<file path="config.mk">
export PLATFORM = sky130hd
export DESIGN_NAME = main_fsm
export DESIGN_NICKNAME = d
export VERILOG_FILES = /design/src/rtl/main_fsm.sv
export SDC_FILE = /design/constraint.sdc
export NUM_CORES = 1
export LEC_CHECK = 0
export ABC_AREA = 1
export CORE_MARGIN = 8
export CORE_UTILIZATION = 26
export CTS_CLUSTER_DIAMETER = 100
export DETAILED_ROUTE_END_ITERATION = 10
export PLACE_DENSITY = 0.74
export SLEW_MARGIN = 20
export SYNTH_ARGS = -nofsm -noshare
export SYNTH_HDL_FRONTEND = slang
export SYNTH_SLANG_ARGS = --single-unit
</file>
<file path="constraint.sdc">
create_clock -name clk -period 0.9 [get_ports clk]
set_input_delay 0.135 -clock clk [delete_from_list [all_inputs] [get_ports clk]]
set_output_delay 0.135 -clock clk [all_outputs]
set_load 0.01 [all_outputs]
</file>
<file path="src/rtl/main_fsm.sv">
// Multi-cycle processor main control FSM (Moore): sequences fetch, decode, memory, ALU and branch steps.
// Optional MAIN_FSM_COND_EN adds an NZCV flags register and conditional execution.
module main_fsm #(
    parameter int ALU_CTRL_W = 2
) (
    input  logic                  clk,
    input  logic                  rst_n,
    input  logic [1:0]            op,
    input  logic [5:0]            funct,
    input  logic [3:0]            cond,
    input  logic [3:0]            alu_flags,
    output logic                  pc_write,
    output logic                  ir_write,
    output logic                  reg_write,
    output logic                  mem_write,
    output logic                  adr_src,
    output logic                  alu_src_a,
    output logic [1:0]            alu_src_b,
    output logic [1:0]            result_src,
    output logic [1:0]            imm_src,
    output logic [ALU_CTRL_W-1:0] alu_control,
    output logic [3:0]            state_dbg
);

    typedef enum logic [3:0] {
        FETCH  = 4'd0,
        DECODE = 4'd1,
        MEMADR = 4'd2,
        MEMRD  = 4'd3,
        MEMWB  = 4'd4,
        MEMWR  = 4'd5,
        EXECR  = 4'd6,
        EXECI  = 4'd7,
        ALUWB  = 4'd8,
        BRANCH = 4'd9
    } state_t;

    state_t state_r;
    state_t next_state_s;
    logic   cond_pass_s;

`ifdef MAIN_FSM_COND_EN
    logic [3:0] flags_r;

    // Evaluate a condition field against stored NZCV flags
    function automatic logic cond_check(input logic [3:0] c, input logic [3:0] f);
        logic n, z, cy, v;
        n  = f[3];
        z  = f[2];
        cy = f[1];
        v  = f[0];
        case (c)
            4'b0000: cond_check = z;
            4'b0001: cond_check = ~z;
            4'b0010: cond_check = cy;
            4'b0011: cond_check = ~cy;
            4'b0100: cond_check = n;
            4'b0101: cond_check = ~n;
            4'b0110: cond_check = v;
            4'b0111: cond_check = ~v;
            4'b1000: cond_check = cy & ~z;
            4'b1001: cond_check = ~cy | z;
            4'b1010: cond_check = (n == v);
            4'b1011: cond_check = (n != v);
            4'b1100: cond_check = ~z & (n == v);
            4'b1101: cond_check = z | (n != v);
            4'b1110: cond_check = 1'b1;
            default: cond_check = 1'b0;
        endcase
    endfunction

    assign cond_pass_s = cond_check(cond, flags_r);

    // Flags capture at the end of a flag-setting, condition-passing ALU execute step
    always_ff @(posedge clk or negedge rst_n) begin
        if (!rst_n) begin
            flags_r <= 4'b0000;
        end else if ((state_r == EXECR || state_r == EXECI) && funct[0] && cond_pass_s) begin
            flags_r <= alu_flags;
        end else begin
            flags_r <= flags_r;
        end
    end
`else
    logic unused_s;
    assign unused_s    = ^{cond, alu_flags};
    assign cond_pass_s = 1'b1;
`endif

    // State register
    always_ff @(posedge clk or negedge rst_n) begin
        if (!rst_n) begin
            state_r <= FETCH;
        end else begin
            state_r <= next_state_s;
        end
    end

    // Next-state and Moore output decode
    always_comb begin
        next_state_s = FETCH;
        pc_write     = 1'b0;
        ir_write     = 1'b0;
        reg_write    = 1'b0;
        mem_write    = 1'b0;
        adr_src      = 1'b0;
        alu_src_a    = 1'b0;
        alu_src_b    = 2'b00;
        result_src   = 2'b00;
        alu_control  = ALU_CTRL_W'(2'b00);
        case (state_r)
            FETCH: begin
                next_state_s = DECODE;
                ir_write     = 1'b1;
                pc_write     = 1'b1;
                alu_src_a    = 1'b1;
                alu_src_b    = 2'b10;
                result_src   = 2'b10;
            end
            DECODE: begin
                alu_src_a  = 1'b1;
                alu_src_b  = 2'b10;
                result_src = 2'b10;
                case (op)
                    2'b00:   next_state_s = funct[5] ? EXECI : EXECR;
                    2'b01:   next_state_s = MEMADR;
                    2'b10:   next_state_s = BRANCH;
                    default: next_state_s = FETCH;
                endcase
            end
            MEMADR: begin
                next_state_s = funct[0] ? MEMRD : MEMWR;
                alu_src_b    = 2'b01;
            end
            MEMRD: begin
                next_state_s = MEMWB;
                adr_src      = 1'b1;
            end
            MEMWB: begin
                next_state_s = FETCH;
                result_src   = 2'b01;
                reg_write    = cond_pass_s;
            end
            MEMWR: begin
                next_state_s = FETCH;
                adr_src      = 1'b1;
                mem_write    = cond_pass_s;
            end
            EXECR, EXECI: begin
                next_state_s = ALUWB;
                alu_src_b    = (state_r == EXECI) ? 2'b01 : 2'b00;
                case (funct[4:1])
                    4'b0100: alu_control = ALU_CTRL_W'(2'b00);
                    4'b0010: alu_control = ALU_CTRL_W'(2'b01);
                    4'b0000: alu_control = ALU_CTRL_W'(2'b10);
                    4'b1100: alu_control = ALU_CTRL_W'(2'b11);
                    default: alu_control = ALU_CTRL_W'(2'b00);
                endcase
            end
            ALUWB: begin
                next_state_s = FETCH;
                reg_write    = cond_pass_s;
            end
            BRANCH: begin
                next_state_s = FETCH;
                alu_src_b    = 2'b01;
                result_src   = 2'b10;
                pc_write     = cond_pass_s;
            end
            default: begin
                next_state_s = FETCH;
            end
        endcase
        // Reset holds the FSM in FETCH, but no write may fire while it is asserted
        if (!rst_n) begin
            pc_write  = 1'b0;
            ir_write  = 1'b0;
            reg_write = 1'b0;
            mem_write = 1'b0;
        end else begin
            pc_write  = pc_write;
            ir_write  = ir_write;
            reg_write = reg_write;
            mem_write = mem_write;
        end
    end

    // Immediate format follows the instruction class in every state
    always_comb begin
        if (op == 2'b11) begin
            imm_src = 2'b00;
        end else begin
            imm_src = op;
        end
    end

    assign state_dbg = state_r;

endmodule

</file>
Word-level counts from Yosys, hierarchy flattened
Index checks and enable logic that the tools add are counted.

ROM bits: 0. Logic and storage cells: 45. Memories: 0. Memory bits (writable): 0. Bits in registers: 4. Latch bits: 0. Input bits: 18. Output and inout bits: 18.

Muxes and demuxes: 20. Bitwise gates (word level): 0. Multiply operators: 0. Add/sub/neg operators: 0. Eq/ne operators: 14. Div/mod/pow operators: 0. Shift operators: 0. Magnitude comparators: 0. Reduce and logical (&&, ||, !) cells: 10.

Operator list (number): $pmux 4 s5 (1); $eq 4x3->1 const B (4); $eq 4x2->1 const B (3); $eq 4x4->1 const B (3); $mux 1 (12); $pmux 2 s3 (2); $pmux 4 s3 (1); $reduce_or 2->1 (6); $logic_not 4->1 (2); $eq 2x2->1 const B (2); $eq 4x1->1 const B (1); $mux 2 (2); $pmux 2 s2 (1); $mux 3 (1); $reduce_or 3->1 (1); $eq 2x1->1 const B (1); $logic_not 2->1 (1).

Depth between registers and ports, before layout
Depth in word-level cells: 4. Depth in mapped cells: 5. Gate-level depth less buffers: 5.

Worst setup path after synthesis
No wires, ideal clock.

Path type: register to output. From: register state_r[2], in the netlist state_dbg[2]. To: output port result_src[0]. Stages on the path, launching flop included: 5. Buffers on the path: 0. Required time: 0.765 ns. Arrival: 0.964 ns. Path slack: -0.199 ns. Cell sequence: dfrtp_1 -> inv_2 -> nor2_2 -> inv_1 -> nor3_1.

Cells in the longest elaborated chain, start to end: 3. Elaborated cells between the ends (all ways): 6. Those cells by class: eq/ne (3); mux (1); reduce/logical (2).

Ends and longest elaborated chain: start, declared (RTL line 38) `state_t state_r;`; start signal, assigned (RTL line 95) `state_r <= next_state_s;`; $eq 4x1->1, or another cell as far along (RTL line 111) `case (state_r)`; $reduce_or 3->1 (no line); $pmux 2 s2 * (RTL line 111); end, declared (RTL line 19) `output logic [1:0] result_src,`.

Mark *: on every way between the ends. The rest lies on a longest branch, timed or not.

Worst setup path after layout
From: register state_r[2], in the netlist state_dbg[2]. To: output port alu_src_a.

Cells in the longest elaborated chain, start to end: 3. Elaborated cells between the ends (all ways): 4. Those cells by class: eq/ne (1); mux (1); reduce/logical (2).

Ends and longest elaborated chain: $eq 4x1->1 / $logic_not 4->1 (equally long branches) (RTL line 111); $reduce_or 2->1 (no line) *; $mux 1 * (RTL line 111); end, declared (RTL line 17) `output logic alu_src_a,`.

Marks and branches as above.

==> reports/results.ini <==
[die]
rows = 13
dieArea_sq_um = 2930
start_util_pct = 28.3
die_x_microns = 54.1
design.core.area_sq_um = 1330
ios = 36
die_h_microns = 54.1

[min_path]
hold_class = in2async

[layout]
most-common-layout-cells = buf_4 (20), buf_6 (19), nand2_1 (8), buf_2 (8)
seqCellArea_sq_um = 105
multi_input_area_sq_um = 325
final_area_sq_um = 1040
n_antenna_cell = 0
layout_commonest_cell = buf_4
nNetsFinal = 144
final_layout_size_suffix_gt1_share_pct = 71.8
fill_cells = 91
largest_reg_flops = 4
synthToLayoutAreaGrowth_pct = 175

[setup_path]
path_max_fanout = 4
worst_setup_path_end_kind = output port
cp_data_required_time_ps = 760
critical_path.startpoint_type = register
crit_arrival_ps = 1250
worstSetupPathType = reg2out

[cts]
cts_htree_levels = 1
clk_latency_ps = 230
cts_tree = done
cts.sinks = 4
clock-root-buffer = clkbuf_4
cts_made_buffers = 3
postCtsHoldBufs = 0
path_clk_slew_ps = 40
cts_buffer_depth = 2

[timing]
finClkSkew_ps = 0.816
finalSetupViolCount = 20
relSlewSlack_pct = 86.9
hold_violations = 0
rsz0062_at_grt = true
fmax_mhz = 721
post-route-min-period_ps = 1390
min_period_over_period_pct = 154
tightest_slew_ps = 195
slew_viol_final = 0
setup_ws_ps = -486
setup_tns_ps = -7530

[synth]
synth_top_area_share_pct = 26.5
netlist_instances = 63
synth_top_area_cell = dfrtp_1
synth_area_per_cell_sq_um = 6.00
synth.yosys.warnings = 0
seq_area_frac_synth_pct = 26.5
synth.top_cells.by_area = dfrtp_1 (26%), nand2_1 (14%), inv_1 (12%), nand3_1 (11%), nor2_1 (7.0%)
synth.distinct_cells = 16
synth.net_count = 81
synthesis.area_sq_um = 378
synth_seq_cells = 4

[power]
p_comb_share_pct = 82.9
internal_power_w = 0.00203
p_leak_nw = 0.553
power.switching_w = 0.00149
clkPwrFrac_pct = 6.1
p_seq_share_pct = 10.9
swShare_pct = 42.4
vdd_drop_max_mv = 1.64
pwr_density_cell_nw_per_um2 = 3390

[flow_run]
maxCapViolCount = 0

[global_routing]
grt_pass1_wl_microns = 3100
grt_pass1_vias = 719
antenna_found_initial = 0
grtUsageTotal_pct = 14.1
grt_max_degree = 6
overflow = 0

[detailed_routing]
post_drt_via_cell_ratio = 4.66
route.vias.total = 648
drtIter0Drc = 11
drc_errors = 0
antenna_left = 0
wl_per_cell_microns = 13.6
routed_wl_microns = 1890
dr.pass1.iters = 4

[place]
gp_congestion = 0.798
place_area_sq_um = 821
dpl.hpwl_microns = 1170
port_buffers = 27

[outcome]
violations = setup timing
outcome = complete, but fails checks

[synthesized netlist by cell type]
master	number
inv_1	12
nand4_1	2
nand3b_1	1
nand2_2	2
o21ai_2	1
nand3_1	8
nor3_1	1
o21ai_1	1
nor2_4	2
nor2_1	7
dfrtp_1	4
inv_2	2
a21oi_1	3
o21ai_0	1
nand2_1	14
nor2_2	2
[routing by layer]
layer,vias to the layer above,GRT usage [%],routed length [microns],share of wire (%)
li1,322,-,-,-
met1,307,14.7,747,40
met2,19,25.2,1030,55
met3,0,4.68,105,5.6
met4,0,5.74,0,0
met5,-,0,0,0
[power by group through the flow]
| stage | Clock (W) | Sequential, W | Combinational, W |
|---|---|---|---|
| floorplan | 0 | 0.000460 | 0.000730 |
| global placement | 0 | 0.000411 | 0.00192 |
| detailed placement | 0 | 0.000412 | 0.00194 |
| CTS | 0.000221 | 0.000371 | 0.00282 |
| global route | 0.000239 | 0.000397 | 0.00312 |
| finish | 0.000217 | 0.000385 | 0.00292 |
[worst max-delay path: stages (launching register included)]
cell and delay (ps):
dfrtp_2 430, nor2_4 150, buf_4 130, nand2_4 60
inv_2 40, clkdlybuf4s15_2 210
[final timing paths]
| path | start | to | slack [ps] | cells past startpoint |
|---|---|---|---|---|
| min in group clk | op[0] | state_dbg[2] | 370 | 4 |
| max | state_dbg[2] | alu_src_a | -490 | 5 |
| min | rst_n | state_dbg[3] | 320 | 2 |
| min reg2reg | state_dbg[0] | state_dbg[0] | 750 | 4 |
| max in group asynchronous | rst_n | state_dbg[0] | 460 | 2 |
| max reg2reg | state_dbg[2] | state_dbg[2] | -290 | 7 |
[through the flow]
step	util (%)	power [W]	setup WS, ps	hold WS (ps)	instances
after floorplan	-	0.00119	-104	-161	63
after global placement	61.5	0.00233	-708	541	121
after detailed placement	61.5	0.00235	-729	533	121
after CTS	77.5	0.00341	-478	294	139
after global routing	77.9	0.00376	-535	338	139
final	77.9	0.00352	-486	324	139
[timing repair]
item / in CTS / in global routing
gates cloned: 0 / 0
resized for setup: 106 / 6
pin swaps: 14 / 3
setup buffers: 17 / 3
setup endpoints to repair: 22 / 21
[kinds of logic after synthesis]
family | count (synthesis) | synth area share, %
and+or+nand+nor | 39 | 50.7
DFF | 4 | 26.5
AOI/OAI and AO/OA | 6 | 8.94
buffers and inverters | 14 | 13.9
[layout make-up]
type	instances	share of cell area [%]
Multi-Input combinational cell	45	31.3
Inverter	14	5.06
Timing Repair Buffer	58	49.5
Clock buffer	3	2.17
Sequential cell	4	10.1
Tap cell	15	1.81
(Power assumes the default switching activity.)
